--- src/rtl/mux_arb.sv ---
// Round-robin N:1 arbiter/mux feeding a one-entry valid/ready output register.
// Optional MUX_ARB_LOCK_EN macro adds a lock input that keeps the grant on the last winner.
module mux_arb #(
    parameter int BIT_WIDTH = 4,
    parameter int DEPTH     = 4,
    parameter int SEL_WIDTH = $clog2(DEPTH)
) (
    input  logic                       clk,
    input  logic                       rst,
    input  logic                       en_n,
    input  logic [DEPTH-1:0]           req,
`ifdef MUX_ARB_LOCK_EN
    input  logic [DEPTH-1:0]           lock,
`endif
    input  logic [BIT_WIDTH*DEPTH-1:0] dataIn,
    output logic [DEPTH-1:0]           gnt,
    output logic [SEL_WIDTH-1:0]       sel,
    output logic [BIT_WIDTH-1:0]       dataOut,
    output logic                       out_valid,
    input  logic                       out_ready
);

    typedef struct packed {
        logic                 valid;
        logic [SEL_WIDTH-1:0] sel;
        logic [BIT_WIDTH-1:0] data;
    } out_t;

    out_t                              q;
    logic [SEL_WIDTH-1:0]              last;
    logic [SEL_WIDTH-1:0]              winner;
    logic [DEPTH-1:0]                  eligible;
    logic [DEPTH-1:0][BIT_WIDTH-1:0]   words;
    logic                              found;
    logic                              accept;
    logic                              room;
    logic                              load;

    assign words  = dataIn;
    assign accept = q.valid & out_ready;
    assign room   = ~q.valid | out_ready;

`ifdef MUX_ARB_LOCK_EN
    logic lock_q;

    // While locked only the previous winner may be granted again.
    for (genvar gi = 0; gi < DEPTH; gi++) begin : g_elig
        assign eligible[gi] = req[gi] & (~lock_q | (last == SEL_WIDTH'(gi)));
    end

    // A locked grant always re-selects last, so the winner's lock bit decides the next state.
    always_ff @(posedge clk or negedge rst) begin
        if (!rst)      lock_q <= 1'b0;
        else if (load) lock_q <= lock[winner];
    end
`else
    assign eligible = req;
`endif

    // Search starts just after the previous winner and wraps.
    always_comb begin
        winner = '0;
        found  = 1'b0;
        for (int k = 1; k <= DEPTH; k++) begin
            if (!found && eligible[(int'(last) + k) % DEPTH]) begin
                found  = 1'b1;
                winner = SEL_WIDTH'((int'(last) + k) % DEPTH);
            end
        end
    end

    // Gating with rst keeps gnt quiet for the whole reset window.
    assign load = rst & ~en_n & room & found;
    assign gnt  = load ? (DEPTH'(1) << winner) : '0;

    always_ff @(posedge clk or negedge rst) begin
        if (!rst) begin
            q    <= '0;
            last <= SEL_WIDTH'(DEPTH - 1);
        end else if (load) begin
            q    <= '{valid: 1'b1, sel: winner, data: words[winner]};
            last <= winner;
        end else if (accept) begin
            q.valid <= 1'b0;
        end
    end

    assign out_valid = q.valid;
    assign sel       = q.sel;
    assign dataOut   = q.data;

endmodule

--- config.mk ---
export PLATFORM = sky130hd
export DESIGN_NAME = mux_arb
export DESIGN_NICKNAME = d
export VERILOG_FILES = /design/src/rtl/mux_arb.sv
export SDC_FILE = /design/constraint.sdc
export NUM_CORES = 1
export LEC_CHECK = 0
export BUFFER_PORTS_ARGS = -buffer_cell sky130_fd_sc_hd__buf_2
export CORE_MARGIN = 8
export CORE_UTILIZATION = 38
export CTS_CLUSTER_DIAMETER = 120
export DETAILED_ROUTE_END_ITERATION = 10
export PLACE_DENSITY_LB_ADDON = 0.1
export SLEW_MARGIN = 20
export SYNTH_ARGS = -nofsm -noshare
export SYNTH_HDL_FRONTEND = slang
export SYNTH_SLANG_ARGS = --single-unit
--- constraint.sdc ---
create_clock -name clk -period 1.73 [get_ports clk]
set_input_delay 0.173 -clock clk [delete_from_list [all_inputs] [get_ports clk]]
set_output_delay 0.173 -clock clk [all_outputs]
set_load 0.005 [all_outputs]
==> impl_metrics.toml <==
[status]
status = "complete, but fails checks"
failed_checks = "negative setup slack"

[yosys]
ys_types = 28
ys_seq_area_frac = 0.353
async_flop_share = 1.00
syn_area_um2 = 646
synthesis.nets = 93
synthFlopType = "dfrtp_1"
synth_area_per_cell_um2 = 9.36
ys_warn_count = 0
synth_cells = 69
synth_seq_cells = 9
synth_edf_count = 0

[flow_run]
maxCapViolations = 0

[placed_design]
dp_hpwl_mm = 1.54
io_buffer_count = 34
gp_congestion = 0.737
place_ws_ps = 38.2

[grt]
antenna_found_initial = 0
grt_pass1_wl_mm = 3.39
grt_max_degree = 14
grt_util_all_layers = 0.127
grt_pass1_vias = 775
overflow = 0

[sta]
fmax_mhz = 541
setup_ws_ps = -118
finalCritPeriodShare = 1.07
holdWs_ps = 206
rsz0062_at_grt = "yes"
skew_ps = 7.10
hold_viol = 0
period_needed_ps = 1850
tightest_slew_ps = 303
setup_violations = 8
slew_headroom = 0.797
drv_slew = 0

[drt]
vias = 736
via_per_inst = 5.37
route.detailed.drc = 0
ant_nets = 0
drt_iter0_drc = 19
dr.pass1.iters = 4
wl_per_cell_um = 14.2
wirelength_mm = 1.95

[floorplanning]
die_w_um = 57.2
rows = 15
start_util = 0.387
dieArea_mm2 = 0.00327
num_io_pins = 35
die_y_um = 57.2
coreArea_mm2 = 0.00167

[clock_tree]
clock_latency_ps = 260
cts_buffer_depth = 2
clock_sinks = 9
htreeDepth = 1
cts_made_buffers = 3
cts_tree = "done"
clk_pin_slew_ps = 70
clockRootBuffer = "clkbuf_4"

[worst_setup_path]
startpoint_type = "register"
worstPathCellList = "mux2i_4 > o2bb2ai_4 > nor2_4 > buf_6 > nor3_2 > buf_2"
reg2reg_to = "dataOut[0]"
crit_path_end_kind = "output port"
crit_fanout = 5
r2r-start = "last[1]"
critPathSlowestCell = "dfstp_2"
required_ps = 1560
slowest_delay_ps = 610
critPathKind = "register to output port"
arrival_ps = 1680
r2r_cells = 6
rrSetupSlack_ps = -90

[finish]
layout_commonest_cell = "buf_2"
fillers = 164
fin_util = 0.593
nets = 145
drive_above_1_share = 0.533
syn_to_final_growth_pct = 53.5
diodes = 0
layout_common_cells = "buf_2, buf_4, nand2_1, dfrtp_1, nor2_1"

[power_and_ir_drop]
vdd_drop_max_uv = 486
p_per_area_mw_per_mm2 = 978
power_mw = 0.970
leakage_nw = 0.502

[min_path]
holdPathStages = 3
whs_endpoint = "out_valid"
min_path_type = "primary input to register"
worstHoldStart = "out_ready"
-- cells by family after synthesis --
| logic type | after synthesis | share of synthesized area |
|---|---|---|
| mux | 5 | 0.0969 |
| compound gates | 22 | 0.283 |
| flops | 9 | 0.353 |
| buf+inv | 4 | 0.0349 |
| simple gates | 29 | 0.233 |
-- layout make-up --
cell class	instances	area (um^2)	area share
Multi-Input combinational cell	56	415	0.419
Timing Repair Buffer	49	293	0.295
Sequential cell	9	228	0.230
Clock buffer	4	26.3	0.0265
Tap cell	17	21.3	0.0215
Inverter	2	7.51	0.00758
-- layer usage --
layer	track usage	up-vias	wire, um
li1	-	358	-
met1	0.139	354	763
met2	0.219	21	1060
met3	0.0426	3	115
met4	0.0500	0	7
met5	0	-	0
-- power breakdown --
| group | switching (mW) | internal (mW) |
|---|---|---|
| clock | 0.0816 | 0.0890 |
| combinational | 0.213 | 0.257 |
| sequential | 0.0487 | 0.281 |
| total | 0.343 | 0.627 |
-- worst max-delay path by stage --
stage                       start          to  slack, ps  cells past startpoint
after global routing      last[1]      gnt[0]       -220                      6
after CTS                 last[1]      gnt[0]       -130                      6
after floorplan           last[1]      gnt[0]         50                      6
after global placement    last[1]  dataOut[0]         50                      5
final                     last[1]      gnt[1]       -120                      6
after detailed placement  last[1]  dataOut[1]         40                      6
-- per-stage QoR --
stage | setup TNS, ps | area, um^2 | cells
after detailed placement | 0 | 882 | 126
final | -682 | 991 | 137
after global placement | 0 | 882 | 126
after floorplan | 0 | 646 | 69
after CTS | -671 | 981 | 137
after global routing | -1450 | 991 | 137
-- registers in the layout, indices dropped and copies added, names as in the netlist --
| register | flops |
|---|---|
| dataOut | 4 |
| last | 2 |
| out_valid | 1 |
| sel | 2 |
-- worst max-delay path: cells and delay by family (launching register included) --
kind / cells / cell delay, ps
and+or+nand+nor: 2 / 180
DFF: 1 / 610
muxes: 1 / 280
buffers and inverters: 2 / 240
AOI/OAI and AO/OA: 1 / 90
-- Yosys cell counts, types with 2 or more instances --
library cell | n | area share
nand2_1 | 11 | 0.064
dfrtp_1 | 7 | 0.27
nor2_1 | 6 | 0.035
a211o_1 | 4 | 0.054
mux2i_1 | 4 | 0.062
nand3_1 | 4 | 0.031
o211ai_1 | 4 | 0.047
a21oi_1 | 3 | 0.023
o21ai_1 | 3 | 0.023
dfstp_2 | 2 | 0.081
inv_1 | 2 | 0.012
nand2b_1 | 2 | 0.019
nor3_1 | 2 | 0.016
-- timing repair --
item	CTS	global route
cloned	0	0
setup buffers	6	0
endpoints found under the hold margin	9	0
endpoints found under the setup margin	4	8
hold buffers	1	0
pin swaps	6	2
gates resized for setup	5	2
Power figures use the tool's default switching activity.
